`src/rtl/fma_unpack.sv`:
```
// fma_unpack: operand unpacker at the front of the FMAC.
//
// Accepts a packed IEEE-754 double triple (x, y, z) on a valid/ready handshake and splits
// each operand into sign, 13-bit two's-complement biased exponent and 53-bit mantissa with
// an explicit leading bit. It also produces per-operand class flags (zero/inf/nan/snan/denorm).
//
// Optional feature macro: FMA_DENORM_EN
//   defined   : denormals are normalized iteratively (at most SHIFT_STEP bits per cycle) in
//               the NORM state; the exponent may go negative.
//   undefined : denormals are flushed to signed zero (denorm flag kept); latency is 1 cycle.
//
// Ports:
//   clk, reset_n            clock, asynchronous active-low reset
//   in_valid / in_ready     operand triple handshake (in_ready high only in IDLE)
//   x, y, z                 packed double operands
//   out_valid / out_ready   result handshake (out_valid high only in DONE)
//   xs/ys/zs                signs
//   xe/ye/ze                13-bit biased exponents
//   xm/ym/zm                53-bit mantissas, bit 52 is the leading bit
//   x/y/z{zero,inf,nan,snan,denorm}  class flags, fixed at acceptance
module fma_unpack #(
    parameter int unsigned SHIFT_STEP = 8
) (
    input  logic        clk,
    input  logic        reset_n,
    input  logic        in_valid,
    output logic        in_ready,
    input  logic [63:0] x,
    input  logic [63:0] y,
    input  logic [63:0] z,
    output logic        out_valid,
    input  logic        out_ready,
    output logic        xs,
    output logic        ys,
    output logic        zs,
    output logic [12:0] xe,
    output logic [12:0] ye,
    output logic [12:0] ze,
    output logic [52:0] xm,
    output logic [52:0] ym,
    output logic [52:0] zm,
    output logic        xzero,
    output logic        yzero,
    output logic        zzero,
    output logic        xinf,
    output logic        yinf,
    output logic        zinf,
    output logic        xnan,
    output logic        ynan,
    output logic        znan,
    output logic        xsnan,
    output logic        ysnan,
    output logic        zsnan,
    output logic        xdenorm,
    output logic        ydenorm,
    output logic        zdenorm
);

    typedef enum logic [1:0] {
        StIdle = 2'd0,
        StNorm = 2'd1,
        StDone = 2'd2
    } state_e;

    state_e state_q, state_d;

    // Index 0 = x, 1 = y, 2 = z throughout.
    logic [2:0]        s_q, s_d;
    logic [2:0][12:0]  e_q, e_d;
    logic [2:0][52:0]  m_q, m_d;
    logic [2:0]        zero_q, zero_d;
    logic [2:0]        inf_q, inf_d;
    logic [2:0]        nan_q, nan_d;
    logic [2:0]        snan_q, snan_d;
    logic [2:0]        den_q, den_d;

    logic [2:0][63:0]  op;
    logic [2:0]        dec_s, dec_zero, dec_inf, dec_nan, dec_snan, dec_den;
    logic [2:0][12:0]  dec_e;
    logic [2:0][52:0]  dec_m;

    assign op = {z, y, x};

    // Field decode of the incoming operands.
    always_comb begin
        for (int i = 0; i < 3; i++) begin
            dec_s[i]    = op[i][63];
            dec_zero[i] = 1'b0;
            dec_inf[i]  = 1'b0;
            dec_nan[i]  = 1'b0;
            dec_snan[i] = 1'b0;
            dec_den[i]  = 1'b0;
            dec_e[i]    = 13'd0;
            dec_m[i]    = 53'd0;
            if (op[i][62:52] == 11'd0) begin
                if (op[i][51:0] == 52'd0) begin
                    dec_zero[i] = 1'b1;
                end else begin
                    dec_den[i] = 1'b1;
`ifdef FMA_DENORM_EN
                    dec_e[i] = 13'd1;
                    dec_m[i] = {1'b0, op[i][51:0]};
`else
                    // Flush to signed zero; the sign is kept in dec_s.
                    dec_zero[i] = 1'b1;
`endif
                end
            end else if (op[i][62:52] == 11'h7FF) begin
                dec_inf[i]  = (op[i][51:0] == 52'd0);
                dec_nan[i]  = (op[i][51:0] != 52'd0);
                dec_snan[i] = (op[i][51:0] != 52'd0) && !op[i][51];
                dec_e[i]    = 13'd2047;
                dec_m[i]    = {1'b1, op[i][51:0]};
            end else begin
                dec_e[i] = {2'b00, op[i][62:52]};
                dec_m[i] = {1'b1, op[i][51:0]};
            end
        end
    end

`ifdef FMA_DENORM_EN
    logic [2:0][52:0] nrm_m;
    logic [2:0][12:0] nrm_e;
    logic [2:0][5:0]  nrm_lz;
    logic [2:0][5:0]  nrm_sh;
    logic [2:0]       nrm_fin;

    function automatic logic [5:0] clz53(input logic [52:0] v);
        logic [5:0] n;
        n = 6'd53;
        // Ascending scan: the highest set bit is the last one to write n.
        for (int b = 0; b < 53; b++) begin
            if (v[b]) n = 6'(52 - b);
        end
        return n;
    endfunction

    // One normalization step per unfinished denormal operand.
    always_comb begin
        for (int i = 0; i < 3; i++) begin
            nrm_lz[i] = clz53(m_q[i]);
            nrm_sh[i] = (nrm_lz[i] < 6'(SHIFT_STEP)) ? nrm_lz[i] : 6'(SHIFT_STEP);
            nrm_m[i]  = m_q[i];
            nrm_e[i]  = e_q[i];
            if (den_q[i] && !m_q[i][52]) begin
                nrm_m[i] = m_q[i] << nrm_sh[i];
                nrm_e[i] = e_q[i] - {7'd0, nrm_sh[i]};
            end
            // Non-denormal operands (including zeros) never need shifting.
            nrm_fin[i] = !den_q[i] || nrm_m[i][52];
        end
    end
`else
    logic unused_shift_step;
    assign unused_shift_step = (SHIFT_STEP != 0);
`endif

    // Next-state and datapath load.
    always_comb begin
        state_d = state_q;
        s_d     = s_q;
        e_d     = e_q;
        m_d     = m_q;
        zero_d  = zero_q;
        inf_d   = inf_q;
        nan_d   = nan_q;
        snan_d  = snan_q;
        den_d   = den_q;
        case (state_q)
            StIdle: begin
                if (in_valid) begin
                    s_d    = dec_s;
                    e_d    = dec_e;
                    m_d    = dec_m;
                    zero_d = dec_zero;
                    inf_d  = dec_inf;
                    nan_d  = dec_nan;
                    snan_d = dec_snan;
                    den_d  = dec_den;
`ifdef FMA_DENORM_EN
                    state_d = (|dec_den) ? StNorm : StDone;
`else
                    state_d = StDone;
`endif
                end
            end
`ifdef FMA_DENORM_EN
            StNorm: begin
                e_d = nrm_e;
                m_d = nrm_m;
                if (&nrm_fin) state_d = StDone;
            end
`endif
            StDone: begin
                if (out_ready) state_d = StIdle;
            end
            default: state_d = StIdle;
        endcase
    end

    always_ff @(posedge clk or negedge reset_n) begin
        if (!reset_n) begin
            state_q <= StIdle;
            s_q     <= '0;
            e_q     <= '0;
            m_q     <= '0;
            zero_q  <= '0;
            inf_q   <= '0;
            nan_q   <= '0;
            snan_q  <= '0;
            den_q   <= '0;
        end else begin
            state_q <= state_d;
            s_q     <= s_d;
            e_q     <= e_d;
            m_q     <= m_d;
            zero_q  <= zero_d;
            inf_q   <= inf_d;
            nan_q   <= nan_d;
            snan_q  <= snan_d;
            den_q   <= den_d;
        end
    end

    assign in_ready  = (state_q == StIdle);
    assign out_valid = (state_q == StDone);

    assign xs = s_q[0];
    assign ys = s_q[1];
    assign zs = s_q[2];
    assign xe = e_q[0];
    assign ye = e_q[1];
    assign ze = e_q[2];
    assign xm = m_q[0];
    assign ym = m_q[1];
    assign zm = m_q[2];

    assign xzero   = zero_q[0];
    assign yzero   = zero_q[1];
    assign zzero   = zero_q[2];
    assign xinf    = inf_q[0];
    assign yinf    = inf_q[1];
    assign zinf    = inf_q[2];
    assign xnan    = nan_q[0];
    assign ynan    = nan_q[1];
    assign znan    = nan_q[2];
    assign xsnan   = snan_q[0];
    assign ysnan   = snan_q[1];
    assign zsnan   = snan_q[2];
    assign xdenorm = den_q[0];
    assign ydenorm = den_q[1];
    assign zdenorm = den_q[2];

endmodule

```
`config.mk`:
```
export PLATFORM = sky130hd
export DESIGN_NAME = fma_unpack
export DESIGN_NICKNAME = d
export VERILOG_FILES = /design/src/rtl/fma_unpack.sv
export SDC_FILE = /design/constraint.sdc
export NUM_CORES = 1
export LEC_CHECK = 0
export CORE_AREA = 2 2 163 165
export CTS_CLUSTER_SIZE = 10
export DETAILED_ROUTE_END_ITERATION = 7
export DIE_AREA = 0 0 165 167
export PLACE_DENSITY = 0.65
export REMOVE_ABC_BUFFERS = 1
export SYNTH_ARGS = -nofsm -noshare
export SYNTH_HDL_FRONTEND = slang
export SYNTH_SLANG_ARGS = --single-unit
export TNS_END_PERCENT = 50
```
`constraint.sdc`:
```
create_clock -name clk -period 2.8 [get_ports clk]
set_input_delay 0.56 -clock clk [delete_from_list [all_inputs] [get_ports clk]]
set_output_delay 0.56 -clock clk [all_outputs]
set_load 0.03 [all_outputs]
```
==> impl_metrics.csv <==
group,metric,value,unit
sta,slew_headroom,0.165,
cts,h-tree-depth,1,
logic_synthesis,synth_common_cells,"dfrtp_1 (211), a22o_1 (159), nand2_1 (129)",
logic_synthesis,ys_ff_latch,211,
logic_synthesis,synth.largest_area_cell,"dfrtp_1",
sta,setup_violations,0,
cts,cts_root_buffer,"clkbuf_16",
die,fp.dieW,165,um
logic_synthesis,synth_area_leaders,"dfrtp_1 (66%), a22o_1 (17%), nand2_1 (6.0%)",
logic_synthesis,synth_area_per_cell,12.4,sq um
die,dieArea,0.0276,sq mm
cts,cts-hold-fix-buffers,0,
sta,rsz0062_at_grt,"no",
critical_path,worst_ep_arrival_time,1.70,ns
critical_path,worstPathRequired,2.24,ns
global_routing,grt_overflow,0,
global_routing,grt_pass1_vias,7205,
drt,vias,7105,
layout,multi_input_area,0.00256,sq mm
sta,tightestPinTransition,1.25,ns
cts,cts_made_buffers,26,
run_status,violations,"negative hold slack",
place,numPortBuffers,407,
power,p_per_area,802,mW/mm^2
cts,cts_tree,"done",
place,place.gp.congestion,0.872,
logic_synthesis,ys_types,25,
logic_synthesis,syn_inst,647,
critical_path,cp_max_fo,4,
drt,viasPerCell,5.09,
sta,hold_viol_final,2,
logic_synthesis,yosysMostFrequentCell,"dfrtp_1",
logic_synthesis,synth-edff-count,0,
cts,clk_pin_slew,0.05,ns
sta,final_max_slew_viol_count,0,
drt,drt_iter0_markers,466,
logic_synthesis,ys.flop_type,"dfrtp_1",
global_routing,grt_antenna_before_repair,0,
cts,clk_latency,0.52,ns
power,irDropWorstVdd,463,uV
layout,fillers,2255,
logic_synthesis,synth.yosys.seq_area_share,0.657,
die,initial_core_util,0.312,
sta,fin_crit_sh,0.808,
critical_path,worstSetupEndpointType,"output port",
power,p_leak,5.72,nW
global_routing,grt_max_degree,105,
cts,cts_resized,0,
cts,cts.path.max_buffers,3,
logic_synthesis,yosysTopAreaCellShare,0.657,
layout,fin_nets,1247,
layout,area.sequential,0.00528,sq mm
sta,whs,-0.000221,ns
drt,first_pass_iters,4,
drt,wl_per_cell,20.3,um
global_routing,grt_first_pass_wirelength,43200,um
place,pre_cts_slack,0.134,ns
die,num_rows,59,
global_routing,track_usage,0.201,
layout,drive_above_1_share,0.0594,
die,core_area,0.0258,sq mm
drt,post-route-drc-count,0,
logic_synthesis,ys_async_sr_fraction,1.00,
sta,fmax,442,MHz
die,ios,414,
sta,fin_worst_skew,0.00922,ns
layout,area_growth,65.0,%
cts,numClockSinks,211,
drt,drt_wl_total,28400,um
worst_hold_path,hold_path.class,"in -> async",
sta,fin_crit,2.26,ns
power,power,10.6,mW
critical_path,start_kind,"flip-flop",
logic_synthesis,synth_warnings,0,
sta,fin_ws,0.538,ns
logic_synthesis,synthesis.area,0.00804,sq mm
drt,postRouteAntennaNets,0,
run_status,status,"complete, but fails checks",
die,die_y,167,um
cts,cts_setup_buffers,0,
layout,insertedDiodeCount,0,
place,dpl.hpwl,20900,um
flow_run,maxCapViolations,0,
critical_path,critPathKind,"reg -> out",
critical_path,r2r_slack,0.77,ns
## worst max-delay path, cell delays in order, from the launching register on
cell and delay [ns]:
dfrtp_1 0.43, inv_1 0.09, clkdlybuf4s50_1 0.67
## cell families after synthesis
family / after synthesis / share of synthesized area
compound gates: 172 / 0.185
other cells: 1 / 0.000467
buf+inv: 52 / 0.0308
flops: 211 / 0.657
simple gates: 211 / 0.127
## metal layers
metal  share of wire  track usage  wire length, um  vias to the layer above
met5               0            0                0                        -
met4           0.034       0.0737              969                        0
met3           0.065       0.0408             1840                       65
met2            0.48        0.329            13800                      271
met1            0.42        0.264            11800                     3548
li1                -            -                -                     3221
## cell type report
cell class,count,share of cell area
tap,335,0.0316
timing repair buffer,421,0.320
inverter,2,0.000566
clock inverter,3,0.00113
multi-input combinational,389,0.193
clock buffer,35,0.0547
sequential,211,0.398
## flip-flops by register name (all words and copies together) (netlist names)
register	cells
s_q	3
xe	11
ye	11
ym	53
nan_q	3
snan_q	3
den_q	3
zm	53
xm	53
ze	11
zero_q	3
inf_q	3
state_q	1
## per-stage QoR
stage	setup TNS [ns]	hold WS (ns)	instances	cell area (sq um)	utilization
final	0	-0.000221	1396	13300	0.515
after global routing	0	0.0425	1396	13300	0.515
after CTS	0	0.0148	1396	13300	0.515
after detailed placement	0	0.461	1358	12500	0.486
after global placement	0	0.460	1358	12500	0.486
after floorplan	-769.60	0.264	602	7820	-
## final timing paths
check | to | from | cells after the start
max reg2reg | ym[17]$_DFFE_PN0P_ | state_q[1]$_DFFE_PN0P_ | 3
min reg2reg | xe[4]$_DFFE_PN0P_ | xe[4]$_DFFE_PN0P_ | 2
max in group asynchronous | xm[35]$_DFFE_PN0P_ | reset_n | 2
max | in_ready | state_q[1]$_DFFE_PN0P_ | 2
min | ym[15]$_DFFE_PN0P_ | reset_n | 1
min in group clk | xe[4]$_DFFE_PN0P_ | xe[4]$_DFFE_PN0P_ | 2
## cells in the final DEF (no fill, tap or decap), drive strengths merged
cell	synthesis	layout
nor3	3	3
nand2	131	131
clkbuf	9	35
o21a	3	3
nor4	50	50
and3	3	3
clkdlybuf4s50	0	406
inv	2	2
clkinv	0	3
o21ai	7	7
a22o	159	159
nor2	3	3
or4	3	3
nand4	12	12
dfrtp	211	211
nand3	4	4
nor2b	1	1
o31ai	3	3
nand2b	1	1
conb	1	6
buf	41	15
## power breakdown
| part | switching, mW | internal (mW) | total, mW | leakage (nW) |
|---|---|---|---|---|
| clock network | 1.21 | 1.78 | 2.99 | 0.366 |
| registers | 0.329 | 3.63 | 3.96 | 2.61 |
| logic | 2.06 | 1.63 | 3.69 | 2.73 |
| total | 3.60 | 7.04 | 10.6 | 5.72 |
No activity file was read; power rests on OpenSTA's default activity.
